==> src/rtl/lector_salida_pkg.sv <==
// Shared definitions for the egress reader: word layout, port count and FSM states.
package lector_salida_pkg;

    localparam int TAMANO_DATOS = 12;
    localparam int NUM_PUERTOS  = 4;
    localparam int PORT_W       = 2;
    localparam int CONT_W       = 5;

    localparam int CLASS_MSB = 11;
    localparam int CLASS_LSB = 10;
    localparam int DEST_MSB  = 9;
    localparam int DEST_LSB  = 8;

    typedef enum logic [1:0] {
        IDLE    = 2'd0,
        POP     = 2'd1,
        CAPTURE = 2'd2,
        HOLD    = 2'd3
    } estado_t;

endpackage

==> src/rtl/lector_salida_selector_rr.sv <==
// Combinational round-robin grant over four requesters, starting at rr_ptr.
module selector_rr
    import lector_salida_pkg::*;
(
    input  logic [NUM_PUERTOS-1:0] req,
    input  logic [PORT_W-1:0]      rr_ptr,
    output logic [PORT_W-1:0]      grant,
    output logic                   any_req
);

    logic [PORT_W-1:0] idx;

    always_comb begin
        grant   = '0;
        idx     = '0;
        any_req = |req;
        // Walk offsets high to low so the smallest offset from rr_ptr wins.
        for (int k = NUM_PUERTOS - 1; k >= 0; k--) begin
            idx = rr_ptr + PORT_W'(k);
            if (req[idx]) grant = idx;
        end
    end

endmodule

==> src/rtl/lector_salida.sv <==
// Egress reader: drains four output FIFOs round-robin onto a valid/ready port.
// Optional per-port delivery counters: define LECTOR_SALIDA_CONT_EN.
module lector_salida
    import lector_salida_pkg::*;
(
    input  logic                              clk,
    input  logic                              reset,
    input  logic [NUM_PUERTOS-1:0]            empty,
    input  logic [NUM_PUERTOS*TAMANO_DATOS-1:0] data_bus,
    output logic [NUM_PUERTOS-1:0]            pop,
    output logic [TAMANO_DATOS-1:0]           out_data,
    output logic [PORT_W-1:0]                 out_port,
    output logic                              out_valid,
    input  logic                              out_ready,
    output logic [NUM_PUERTOS*CONT_W-1:0]     count_bus
);

    estado_t           state, state_nxt;
    logic [PORT_W-1:0] g, g_nxt;
    logic [PORT_W-1:0] rr_ptr;
    logic [PORT_W-1:0] grant;
    logic              any_req;
    logic [TAMANO_DATOS-1:0] word;

    selector_rr u_sel (
        .req     (~empty),
        .rr_ptr  (rr_ptr),
        .grant   (grant),
        .any_req (any_req)
    );

    always_comb begin
        word = '0;
        for (int i = 0; i < NUM_PUERTOS; i++) begin
            if (g == PORT_W'(i)) word = data_bus[i*TAMANO_DATOS +: TAMANO_DATOS];
        end
    end

    always_comb begin
        state_nxt = state;
        g_nxt     = g;
        pop       = '0;
        unique case (state)
            IDLE: begin
                if (any_req) begin
                    g_nxt     = grant;
                    state_nxt = POP;
                end
            end
            POP: begin
                pop[g]    = 1'b1;
                state_nxt = CAPTURE;
            end
            CAPTURE: state_nxt = HOLD;
            HOLD: begin
                if (out_ready) begin
                    if (any_req) begin
                        g_nxt     = grant;
                        state_nxt = POP;
                    end else begin
                        state_nxt = IDLE;
                    end
                end
            end
            default: state_nxt = IDLE;
        endcase
    end

    always_ff @(posedge clk or posedge reset) begin
        if (reset) begin
            state     <= IDLE;
            g         <= '0;
            rr_ptr    <= '0;
            out_data  <= '0;
            out_port  <= '0;
            out_valid <= 1'b0;
        end else begin
            state <= state_nxt;
            g     <= g_nxt;
            if (state == POP) rr_ptr <= g + PORT_W'(1);
            // FIFO data_out settled on the pop edge, so it is sampled here.
            if (state == CAPTURE) begin
                out_data  <= word;
                out_port  <= g;
                out_valid <= 1'b1;
            end
            if (state == HOLD && out_ready) out_valid <= 1'b0;
        end
    end

`ifdef LECTOR_SALIDA_CONT_EN
    logic [CONT_W-1:0] cont [NUM_PUERTOS];

    always_ff @(posedge clk or posedge reset) begin
        if (reset) begin
            for (int i = 0; i < NUM_PUERTOS; i++) cont[i] <= '0;
        end else if (out_valid && out_ready) begin
            cont[out_port] <= cont[out_port] + CONT_W'(1);
        end
    end

    always_comb begin
        count_bus = '0;
        for (int i = 0; i < NUM_PUERTOS; i++) count_bus[i*CONT_W +: CONT_W] = cont[i];
    end
`else
    assign count_bus = '0;
`endif

endmodule

==> config.mk <==
export PLATFORM = sky130hd
export DESIGN_NAME = lector_salida
export DESIGN_NICKNAME = d
export VERILOG_FILES = /design/src/rtl/lector_salida_pkg.sv /design/src/rtl/lector_salida_selector_rr.sv /design/src/rtl/lector_salida.sv
export SDC_FILE = /design/constraint.sdc
export NUM_CORES = 1
export LEC_CHECK = 0
export CAP_MARGIN = 25
export CORE_ASPECT_RATIO = 0.9
export CORE_UTILIZATION = 40
export DETAILED_ROUTE_END_ITERATION = 6
export PLACE_DENSITY = 0.94
export SYNTH_ARGS = -nofsm -noshare
export SYNTH_HDL_FRONTEND = slang
export SYNTH_SLANG_ARGS = --single-unit
==> constraint.sdc <==
create_clock -name clk -period 2.5 [get_ports clk]
set_input_delay 0.25 -clock clk [delete_from_list [all_inputs] [get_ports clk]]
set_output_delay 0.25 -clock clk [all_outputs]
set_load 0.01 [all_outputs]
# Word level (Yosys, flattened, before mapping)
# Index checks and enable logic that the tools add are counted.
[totals] mem_count=0 word_cells=62 out_inout_bits=39 in_bits=55 mem_bits_rw=0 mem_bits_ro=0 ff_bits=21 latch_bits=0
[classes] div_mod_pow=0 n_addsub=4 bitwise=1 reduce_logical=9 shifts=0 n_lt_le_gt_ge=6 n_mux=28 multipliers=0 eq_ne=8
[op_table] op="two-way mux 12 bit" n=4
[op_table] op="two-way mux 2 bit" n=8
[op_table] op="less-than comparator 2 x 3 -> 1 bit, second input constant" n=5
[op_table] op="binary-select mux 1 bit (select 2 bit)" n=4
[op_table] op="== test 2 bit, second input constant" n=4
[op_table] op="two-way mux 1 bit" n=8
[op_table] op="case mux 2 bit (4 select lines)" n=1
[op_table] op="adder 2 x 1 -> 2 bit, second input constant" n=2
[op_table] op="adder 2 bit, second input constant" n=2
[op_table] op="== test 2 x 1 -> 1 bit, second input constant" n=2
[op_table] op="zero test 2 bit" n=2
[op_table] op="two-way mux 4 bit" n=1
[op_table] op="inequality test 2 bit, second input constant" n=2
[op_table] op="inverter 4 bit" n=1
[op_table] op="case mux 2 bit (2 select lines)" n=1
[op_table] op="AND reduction 2 bit" n=2
[op_table] op="nonzero test 2 bit" n=2
[op_table] op="OR reduction 4 bit" n=1
[op_table] op="demux 1 bit (select 2 bit)" n=1
[op_table] op=">= comparator 2 x 1 -> 1 bit, second input constant" n=1
[op_table] op="logical AND 1 bit" n=2

# Longest topological paths before layout
[logic_depth] word_depth=10 mapped_depth=8 depth_no_buf=6

# Modules after synthesis
# Synthesis repeated with hierarchy kept, for this count alone.
[unflattened] hier_cells=168 hier_area_um2=1572.8
[modules_own_cells] mod="lector_salida" area_each_um2=1495.2 n_inst=1 seq_area_each_um2=525.5 cells_each=155
[modules_own_cells] mod="selector_rr" area_each_um2=77.6 n_inst=1 seq_area_each_um2=0.0 cells_each=13

# Least setup slack after synthesis
# OpenSTA, ideal clock, no wires.
[synth_timing] path_type="register to register" startpoint="register g[0]" endpoint="register out_data[0]" slack_ns=0.976 stages_incl_launch_ff=8 arrival_ns=1.382 setup_time_ns=0.141 required_time_ns=2.359 synth_period_minus_slack_ns=1.524 path_buffers=1 cell_sequence="dfrtp_1 inv_1 ha_1 nor2b_2 buf_4 a221oi_1 a211o_1 a31oi_1"
[synth_via] elab_chain_cells=5 word_cells_on_any_way=8 cone_classes="eq/ne: 3; mux: 4; reduce/logical: 1"
[synth_lines] element="from (decl)" line_no="lector_salida.sv:19" text="logic [PORT_W-1:0] g, g_nxt;"
[synth_lines] element="from (signal assigned)" line_no="lector_salida.sv:79" text="g <= g_nxt;"
[synth_lines] element="zero test 2 bit" line_no="lector_salida.sv:35" text="if (g == PORT_W'(i)) word = data_bus[i*TAMANO_DATOS +: TAMANO_DATOS];"
[synth_lines] element="two-way mux 12 bit (3 in series)" line_no="lector_salida.sv:35"
[synth_lines] element="two-way mux 12 bit (*)" line_no="lector_salida.sv:35"
[synth_lines] element="to (signal assigned)" line_no="lector_salida.sv:83" text="out_data <= word;"
[synth_lines] element="to (decl)" line_no="lector_salida.sv:11" text="output logic [TAMANO_DATOS-1:0] out_data,"
# Every way passes the cells marked *; elsewhere a longest branch is shown, timed or not.
# A chain may end at the register's enable or synchronous reset.

# Worst setup path in the final report
[layout_timing] startpoint="register state[1]" endpoint="output pop[2]"
[layout_via] elab_chain_cells=2
[layout_lines] element="from (decl)" line_no="lector_salida.sv:18" text="estado_t state, state_nxt;"
[layout_lines] element="from (signal assigned)" line_no="lector_salida.sv:78" text="state <= state_nxt;"
[layout_lines] element="== test 2 x 1 -> 1 bit" line_no="lector_salida.sv:43" text="unique case (state)"
[layout_lines] element="two-way mux 4 bit" line_no="lector_salida.sv:43"
[layout_lines] element="to (decl)" line_no="lector_salida.sv:10" text="output logic [NUM_PUERTOS-1:0] pop,"
# Every way passes these cells.

==> flow_metrics.tcl <==
set metrics [dict create \
    status "finished, final reports clean" \
    vias 1441 \
    fillCellCount 304 \
    slew_headroom_pct 47.8 \
    drt_iter0_drc 97 \
    critical_path_required_ns 2.25 \
    io_pins 94 \
    worst_hold_path_type "primary input to asynchronous set/reset pin" \
    grtUsageTotal_pct 18.8 \
    muxShareOfSynthArea_pct 3.70 \
    gp_congestion 0.756 \
    final_max_slew_viol_count 0 \
    fin_util_pct 64.3 \
    p_per_area_mw_per_mm2 1030 \
    cts-htree-levels 1 \
    start_util_pct 43.4 \
    synth-simple-area-share_pct 11.5 \
    critPathArrivalTime_ns 1.80 \
    viasPerCell 4.97 \
    finalCritPeriodShare_pct 82.0 \
    clk_pin_slew_ns 0.08 \
    netlist-cell-type-count 27 \
    wire_per_inst_um 12.7 \
    rsz0062_at_grt "false" \
    yosysWarnings 0 \
    synthesis.area_mm2 0.00152 \
    maxCapViolCount 0 \
    cts_tree "yes" \
    wl_um 3690 \
    r2r-start "g[1]" \
    ys_seq_area_share_pct 34.6 \
    clkSinkCount 21 \
    synthXorXnorAreaFrac_pct 0 \
    grt_pass1_vias 1325 \
    finalNetCount 311 \
    grt_max_degree 25 \
    post_cts_buffers 0 \
    grt_pass1_wl_um 5840 \
    io_buffers 73 \
    cts_made_buffers 3 \
    report.final.setup_viol 0 \
    die_y_um 60.5 \
    startpoint "state[1]" \
    drive_above_1_share_pct 5.69 \
    critPathLaunchType "flop" \
    avgSynthCellArea_um2 8.59 \
    dp_cells 286 \
    n_antenna_cell 0 \
    core_mm2 0.00350 \
    stdcell_count 290 \
    ir_drop_uv 567 \
    syn2layout_area_growth_pct 48.2 \
    synthAdderAreaFrac_pct 7.41 \
    die_x_um 67.0 \
    post-route-min-period_ns 2.05 \
    cts-root-buf "clkbuf_8" \
    worstSetupPathType "flop to output port" \
    rows 20 \
    yosys_register_bits 21 \
    ant_nets 0 \
    hpwlAfterDp_um 2890 \
    finalSetupTns_ns 0 \
    grt-ovfl-total 0 \
    drc_errors 0 \
    grt_antenna_before_repair 0 \
    fin_skew_ns 0.00330 \
    end_kind "output port" \
    netlist_instances 177 \
    synth_top_family_by_area "compound AO/OA/AOI/OAI gates" \
    hold_viol 0 \
    worst_slew_pin_slew_ns 0.782 \
    clk_path_buf_depth 2 \
    cp_max_fo 6 \
    fmax_ghz 0.488 \
    dieArea_mm2 0.00405 \
    clkLatencyLatePin_ns 0.26 \
    post_cts_resized 0 \
    firstDrtPassIters 4 \
    p_leak_uw 0.00101 \
    synth_compound_area_share_pct 24.4 \
    hold_buffers 0 \
]
area by class of cell:
cell class                      count  area [µm²]  area share (%)
Clock buffer                        3        41.3            1.83
Clock inverter                      1        5.00           0.222
Inverter                           20        75.1            3.33
Multi-Input combinational cell    124         791            35.1
Sequential cell                    21         526            23.3
Tap cell                           44        55.1            2.44
Timing Repair Buffer               77         761            33.8
logic make-up after synthesis:
kind of cell,after synthesis
buffers and inverters,51
multiplexers,5
adder cells (fa/ha/maj),9
flip-flops,21
AND/OR/NAND/NOR,40
AO/OA/AOI/OAI,50
other,1
registers in the layout, summed over array words and instances (netlist names):
name	flops
out_port	2
state	2
out_valid	1
out_data	12
rr_ptr	2
g	2
layer usage:
layer	vias to the layer above	track usage (%)	part of all wire [%]
met5	-	0	0
met4	0	1.82	0.16
met3	2	4.70	8.2
met2	69	34.9	51
met1	655	22.7	41
li1	715	-	-
stage by stage:
stage                     hold WS (ns)  instance area, µm²  worst slack, ns  power (µW)
after floorplan                  0.227                1590            0.976        1570
after global placement           0.511                2210            0.708        2040
after detailed placement         0.509                2210            0.611        2090
after CTS                        0.455                2250            0.442        2320
after global routing             0.506                2250            0.327        2510
final                            0.425                2250            0.450        2310
worst max-delay path, cell delays in order (launching register included):
cell and delay, ns:
dfrtp_1 0.42, inv_1 0.13, ha_1 0.28, and2_1 0.17, clkdlybuf4s50_1 0.54
path summary, 6_finish.rpt:
| path | to | slack, ns | cells past startpoint |
|---|---|---|---|
| setup / recovery | pop[2] | 0.45 | 4 |
| hold / removal | out_data[2] | 0.43 | 2 |
| setup reg to reg | out_data[7] | 0.60 | 6 |
| hold reg to reg | out_port[0] | 0.52 | 1 |
| max in group asynchronous | out_data[4] | 1.58 | 2 |
| min in group clk | out_port[0] | 0.52 | 1 |
report_power, final:
| part | switching (µW) | total (µW) | internal [µW] |
|---|---|---|---|
| Clock | 116 | 227 | 111 |
| Sequential | 120 | 636 | 516 |
| Combinational | 690 | 1450 | 759 |
| Total | 926 | 2310 | 1390 |
synthesized netlist by cell type:
cell type	number	area, µm²
o31ai_1	2	15.0
clkbuf_1	5	18.8
nor2b_2	1	8.76
o221ai_1	1	8.76
dfrtp_1	21	526
a32o_1	1	10.0
nor2_1	15	56.3
nand4_1	1	6.26
a211oi_1	1	7.51
buf_4	21	158
ha_1	9	113
o21ai_0	4	20.0
a22oi_1	2	15.0
buf_1	1	3.75
buf_2	4	20.0
inv_1	20	75.1
nand2_1	16	60.1
nand2b_1	1	6.26
conb_1	1	3.75
nor2b_1	2	12.5
a211o_1	11	96.3
mux2_2	5	56.3
and2_1	4	25.0
a221oi_1	11	96.3
a21oi_1	5	25.0
a2bb2oi_1	1	8.76
a31oi_1	11	68.8
placed cells by master, fill, tap and decap left out, types with 2 or more instances in the layout:
cell / Yosys / routed
a211o_1: 11 / 11
a21oi_1: 5 / 5
a221oi_1: 11 / 11
a22oi_1: 2 / 2
a31oi_1: 11 / 11
and2_1: 4 / 4
buf_4: 21 / 4
clkbuf_8: 0 / 3
clkdlybuf4s50_1: 0 / 73
conb_1: 1 / 20
dfrtp_1: 21 / 21
ha_1: 9 / 9
inv_1: 20 / 20
mux2_2: 5 / 5
nand2_1: 16 / 16
nor2_1: 15 / 15
nor2b_1: 2 / 2
o21ai_0: 4 / 4
o31ai_1: 2 / 2
Note: power is estimated with default switching activity, not from simulation.
